### config.mk
export PLATFORM = sky130hd
export DESIGN_NAME = multicycle_controller
export DESIGN_NICKNAME = d
export VERILOG_FILES = /design/src/rtl/ctrl_pkg.sv /design/src/rtl/ctrl_decode.sv /design/src/rtl/multicycle_controller.sv
export SDC_FILE = /design/constraint.sdc
export NUM_CORES = 1
export LEC_CHECK = 0
export ABC_AREA = 1
export BUFFER_PORTS_ARGS = -buffer_cell sky130_fd_sc_hd__buf_2
export CORE_ASPECT_RATIO = 1.4
export CORE_MARGIN = 2
export CORE_UTILIZATION = 36
export DETAILED_ROUTE_END_ITERATION = 16
export PLACE_DENSITY = 0.76
export SKIP_CTS_REPAIR_TIMING = 1
export SLEW_MARGIN = 20
export SYNTH_ARGS = -nofsm -noshare
export SYNTH_HDL_FRONTEND = slang
export SYNTH_SLANG_ARGS = --single-unit
export TNS_END_PERCENT = 50
### constraint.sdc
create_clock -name clk -period 1.3 [get_ports clk]
set_clock_uncertainty 0.2 [all_clocks]
set_input_delay 0.195 -clock clk [delete_from_list [all_inputs] [get_ports clk]]
set_output_delay 0.195 -clock clk [all_outputs]
set_load 0.03 [all_outputs]
### src/rtl/ctrl_pkg.sv
// rtl/ctrl_pkg.sv - shared opcodes, FSM states and select reset values
package ctrl_pkg;

  localparam logic [6:0] OP     = 7'b0110011;
  localparam logic [6:0] OP_IMM = 7'b0010011;
  localparam logic [6:0] LOAD   = 7'b0000011;
  localparam logic [6:0] STORE  = 7'b0100011;
  localparam logic [6:0] LUI    = 7'b0110111;
  localparam logic [6:0] AUIPC  = 7'b0010111;
  localparam logic [6:0] JAL    = 7'b1101111;
  localparam logic [6:0] JALR   = 7'b1100111;
  localparam logic [6:0] BRANCH = 7'b1100011;

  typedef enum logic [2:0] {
    S_FETCH,
    S_DECODE,
    S_EXEC,
    S_MEM,
    S_WB,
    S_HALT
  } state_t;

  localparam logic RST_ALU_OP1_SEL = 1'b1;
  localparam logic RST_ALU_OP2_SEL = 1'b1;
  localparam logic RST_JB_OP1_SEL  = 1'b0;
  localparam logic RST_WB_SEL      = 1'b0;
  localparam logic RST_NEXT_PC_SEL = 1'b1;

endpackage

### src/rtl/ctrl_decode.sv
// rtl/ctrl_decode.sv - combinational opcode decode into select bundle and class flags
module ctrl_decode
  import ctrl_pkg::*;
(
  input  logic [6:0] i_opcode,
  output logic       o_op1_sel,
  output logic       o_op2_sel,
  output logic       o_jb1_sel,
  output logic       o_wb_sel,
  output logic       o_is_mem,
  output logic       o_is_store,
  output logic       o_is_branch,
  output logic       o_is_jump,
  output logic       o_writes_rd,
  output logic       o_illegal
);

  always_comb begin
    o_op1_sel   = 1'b1;
    o_op2_sel   = 1'b0;
    o_jb1_sel   = 1'b0;
    o_wb_sel    = 1'b0;
    o_is_mem    = 1'b0;
    o_is_store  = 1'b0;
    o_is_branch = 1'b0;
    o_is_jump   = 1'b0;
    o_writes_rd = 1'b1;
    o_illegal   = 1'b0;
    case (i_opcode)
      OP:     o_op2_sel = 1'b1;
      OP_IMM: ;
      LOAD: begin
        o_wb_sel = 1'b1;
        o_is_mem = 1'b1;
      end
      STORE: begin
        o_is_mem    = 1'b1;
        o_is_store  = 1'b1;
        o_writes_rd = 1'b0;
      end
      LUI, AUIPC: o_op1_sel = 1'b0;
      JAL: begin
        o_op1_sel = 1'b0;
        o_is_jump = 1'b1;
      end
      JALR: begin
        o_jb1_sel = 1'b1;
        o_is_jump = 1'b1;
      end
      BRANCH: begin
        o_op2_sel   = 1'b1;
        o_is_branch = 1'b1;
        o_writes_rd = 1'b0;
      end
      default: begin
        o_writes_rd = 1'b0;
        o_illegal   = 1'b1;
      end
    endcase
  end

endmodule

### src/rtl/multicycle_controller.sv
// rtl/multicycle_controller.sv - FETCH/DECODE/EXEC/MEM/WB sequencer for an RV32I datapath
module multicycle_controller
  import ctrl_pkg::*;
(
  input  logic        clk,
  input  logic        rst,
  input  logic [31:0] inst,
  input  logic        im_ready,
  input  logic        dm_ready,
  input  logic        b_taken,
  output logic        im_req,
  output logic        ir_we,
  output logic        dm_req,
  output logic        dm_we,
  output logic        reg_we,
  output logic        pc_we,
  output logic        alu_op1_sel,
  output logic        alu_op2_sel,
  output logic        jb_op1_sel,
  output logic        wb_sel,
  output logic        next_pc_sel,
  output logic        retire,
  output logic        halted
);

  state_t r_state, w_next_state;

  logic w_op1, w_op2, w_jb1, w_wb;
  logic w_is_mem, w_is_store, w_is_branch, w_is_jump, w_writes_rd, w_illegal;
  logic w_unused;

  logic r_op1, r_op2, r_jb1, r_wb, r_next_pc;
  logic r_is_mem, r_is_store, r_is_branch, r_is_jump, r_rd_write;

  assign w_unused = ^inst[31:12];

  ctrl_decode u_decode (
    .i_opcode    (inst[6:0]),
    .o_op1_sel   (w_op1),
    .o_op2_sel   (w_op2),
    .o_jb1_sel   (w_jb1),
    .o_wb_sel    (w_wb),
    .o_is_mem    (w_is_mem),
    .o_is_store  (w_is_store),
    .o_is_branch (w_is_branch),
    .o_is_jump   (w_is_jump),
    .o_writes_rd (w_writes_rd),
    .o_illegal   (w_illegal)
  );

  always_ff @(posedge clk) begin
    if (rst) r_state <= S_FETCH;
    else     r_state <= w_next_state;
  end

  always_comb begin
    w_next_state = r_state;
    case (r_state)
      S_FETCH:  if (im_ready) w_next_state = S_DECODE;
      S_DECODE: w_next_state = w_illegal ? S_HALT : S_EXEC;
      S_EXEC:   w_next_state = r_is_mem ? S_MEM : S_WB;
      S_MEM:    if (dm_ready) w_next_state = S_WB;
      S_WB:     w_next_state = S_FETCH;
      S_HALT:   w_next_state = S_HALT;
      default:  w_next_state = S_FETCH;
    endcase
  end

  // Selects and class flags are captured once in DECODE so the datapath
  // sees them stable through MEM/WB even if inst changes afterwards.
  always_ff @(posedge clk) begin
    if (rst) begin
      r_op1       <= RST_ALU_OP1_SEL;
      r_op2       <= RST_ALU_OP2_SEL;
      r_jb1       <= RST_JB_OP1_SEL;
      r_wb        <= RST_WB_SEL;
      r_next_pc   <= RST_NEXT_PC_SEL;
      r_is_mem    <= 1'b0;
      r_is_store  <= 1'b0;
      r_is_branch <= 1'b0;
      r_is_jump   <= 1'b0;
      r_rd_write  <= 1'b0;
    end else if (r_state == S_DECODE) begin
      r_op1       <= w_op1;
      r_op2       <= w_op2;
      r_jb1       <= w_jb1;
      r_wb        <= w_wb;
      r_is_mem    <= w_is_mem;
      r_is_store  <= w_is_store;
      r_is_branch <= w_is_branch;
      r_is_jump   <= w_is_jump;
      r_rd_write  <= w_writes_rd && (inst[11:7] != 5'd0);
    end else if (r_state == S_EXEC) begin
      if (r_is_jump)        r_next_pc <= 1'b0;
      else if (r_is_branch) r_next_pc <= ~b_taken;
      else                  r_next_pc <= 1'b1;
    end
  end

  always_comb begin
    im_req = 1'b0;
    ir_we  = 1'b0;
    dm_req = 1'b0;
    dm_we  = 1'b0;
    reg_we = 1'b0;
    pc_we  = 1'b0;
    retire = 1'b0;
    if (!rst) begin
      case (r_state)
        S_FETCH: begin
          im_req = 1'b1;
          ir_we  = im_ready;
        end
        S_MEM: begin
          dm_req = 1'b1;
          dm_we  = r_is_store;
        end
        S_WB: begin
          pc_we  = 1'b1;
          retire = 1'b1;
          reg_we = r_rd_write;
        end
        default: ;
      endcase
    end
  end

  assign halted      = (r_state == S_HALT) && !rst;
  assign alu_op1_sel = r_op1;
  assign alu_op2_sel = r_op2;
  assign jb_op1_sel  = r_jb1;
  assign wb_sel      = r_wb;
  assign next_pc_sel = r_next_pc;

endmodule

==> results.txt <==
Status = finished with violations
Violated checks = negative setup slack
Upper clock frequency limit = 596 MHz
Ports = 50
Routed vias/inst = 5.09
All-Layer GR Usage = 0.179
Die width = 42.4 um
Drt drc = 0
CP peak stage delay = 360 ps
LEAKAGE = 0.676 nW
Cell chain of the critical path = inv_2 > nand3_2 > nor3b_2 > clkbuf_4
CTS sink cnt = 13
Fin nets = 217
Antenna violations before repair = 0
Pin count of the biggest net entering global routing = 13
Total power draw = 1.72 mW
CTS tree = done
Crit end category = output pin
Clk buf depth = 2
Rel. slew slack = 0.792
Post-synthesis adder-cell area fraction = 0
Worst Path Required = 900 ps
Netlist cell types = 20
Initial Util = 0.381
Final setup violation count = 20
Crit Path Class = reg2out
Overflow after GRT = 0
Worst slew pin tran = 312 ps
Setup ws final = -378 ps
Crit-path max FO = 5
Mux share of post-synthesis cell area = 0
Syn Inst Count = 118
Post-Route WL = 2.35 mm
#FFs+latches synth = 13
Total negative slack = -5320 ps
Pwr dens = 1330 nW/um^2
Clk slew on worst S/H paths = 70 ps
Die Y = 57.7 um
Vias in the first global route = 896
Hpwl dp = 1.69 mm
Post-Syn Area = 742 sq um
Iter 0 DRT Violations = 13
Syn Nets = 155
Std cell rows = 19
Unrepaired setup endpoints after global routing = true
RePlAce Congestion = 0.859
MaxCap Viol Count = 0
Post-synth top area share = 0.351
Core footprint = 1950 sq um
# diodes = 0
Clock latency on the worst-skew pair = 290 ps
DR WL/cell = 11.8 um
Buf/Inv on CP = 2
Final period utilization = 1.29
Final Hold Fails = 0
Num CTS Buffers = 3
Root Buffer Master = clkbuf_4
Hold WC Path Type = in2reg
Fin. max-slew vios = 0
Share of cells above drive strength 1 = 0.480
Die footprint = 2450 sq um
Post-Synth XOR/XNOR Area = 0
Post-synthesis sequential area ratio = 0.351
# port buffers = 29
Crit start category = flip-flop
Simple-gate share of the synthesized area = 0.405
Area Overhead vs Synth = 74.2%
Cell taking the most area after synthesis = dfxtp_1
Synthesized area per cell = 6.29 sq um
Largest family of logic cells by synthesized area = simple AND/OR/NAND/NOR gates
Global-route wire length before repair = 3.39 mm
Vias = 1018
Critical path arrival = 1280 ps
Worst VDD drop = 785 uV
Final Critical Period = 1680 ps
CP delay by family, top = flip-flops
Detail Route Antenna Nets = 0
Slowest-stage cell, CP = dfxtp_4
Ys Warns = 0
Filler Cell Count = 162
TritonRoute pass-1 iters = 4
H-tree depth = 1
Top cells by area, synth = dfxtp_1 35%, nand2_1 15%, nand3_1 8.1%, nor2_1 7.6%, a21oi_1 7.4%
Compound-Gate Fraction of Synth Area = 0.132
state kept, by name, summed over array words and instances (netlist names):
register,count
r_state,3
alu_op1_sel,1
alu_op2_sel,1
jb_op1_sel,1
next_pc_sel,1
r_is_branch,1
r_is_jump,1
r_is_mem,1
r_is_store,1
r_rd_write,1
wb_sel,1
cell usage in the layout (no fill, tap or decap):
cell / netlist / routed
nor3_4: 0 / 1
o21ai_0: 6 / 4
o21ai_1: 1 / 2
buf_6: 1 / 3
nand2_2: 0 / 1
buf_12: 0 / 1
nor2_1: 15 / 14
clkbuf_4: 0 / 5
a21oi_2: 0 / 1
clkbuf_1: 0 / 1
and2_4: 0 / 2
inv_1: 13 / 10
nor3b_2: 0 / 1
nor4_4: 0 / 1
nand2_1: 29 / 28
nand4_1: 1 / 1
inv_4: 0 / 1
nand3_2: 0 / 3
buf_4: 1 / 31
dfxtp_1: 13 / 10
o211ai_1: 1 / 1
inv_2: 2 / 4
dfxtp_4: 0 / 2
nand3_1: 12 / 9
clkbuf_16: 0 / 1
clkinv_1: 1 / 1
nor2_4: 2 / 3
nor3_2: 0 / 1
nor3_1: 4 / 2
dfxtp_2: 0 / 1
buf_2: 1 / 22
a21oi_1: 11 / 10
o21ai_2: 0 / 1
worst min-delay path, delay by kind of cell:
family,cells,cell delay [ps]
compound gates,1,60
simple gates,2,120
buf+inv,1,80
kinds of logic (layout without fill, tap and decap cells):
logic type	after synthesis	after routing
simple gates	67	67
compound gates	19	19
flops	13	13
buf+inv	19	80
metrics by stage:
stage	util	instance area [sq um]	setup WS [ps]	instances	hold slack, ps
floorplan	-	792	-304	118	202
global placement	0.581	1130	-172	189	243
detailed placement	0.581	1130	-208	189	256
CTS	0.594	1160	-524	193	4.75
global route	0.663	1290	-434	200	39.3
finish	0.663	1290	-378	200	20.3
power breakdown:
group          internal, mW  switching, mW
clock network         0.120          0.140
logic                 0.434          0.479
registers             0.485         0.0627
area by class of cell:
class | count | area, sq um | share of cell area
multi-input combinational | 86 | 472 | 0.365
timing repair buffer | 60 | 437 | 0.338
sequential | 13 | 269 | 0.208
inverter | 16 | 62.6 | 0.0484
clock buffer | 4 | 26.3 | 0.0203
tap | 21 | 26.3 | 0.0203
final timing paths:
check / from / endpoint / slack, ps / cells after the start
max: r_state[0] / ir_we / -380 / 4
min: b_taken / next_pc_sel / 20 / 4
max reg2reg: r_state[1] / r_is_mem / -270 / 9
min reg2reg: wb_sel / wb_sel / 260 / 2
per-layer routing:
metal  track usage  vias to the layer above  routed length, um  part of all wire
li1              -                      510                  -                 -
met3        0.0280                        9                 84             0.036
met1         0.181                      471                849              0.36
met4         0.103                        0                 73             0.031
met2         0.338                       28               1350              0.57
met5             0                        -                  0                 0
cell usage after synthesis:
cell	number
buf_2	1
o21ai_1	1
dfxtp_1	13
nor2_1	15
nor4_1	1
inv_1	13
nand3_1	12
nand2_1	29
o211ai_1	1
nor3_1	4
clkinv_1	1
buf_6	1
buf_4	1
nand4_1	1
nor3b_1	1
nor2_4	2
inv_2	2
and2_1	2
o21ai_0	6
a21oi_1	11
Note: power is estimated with default switching activity, not from simulation.
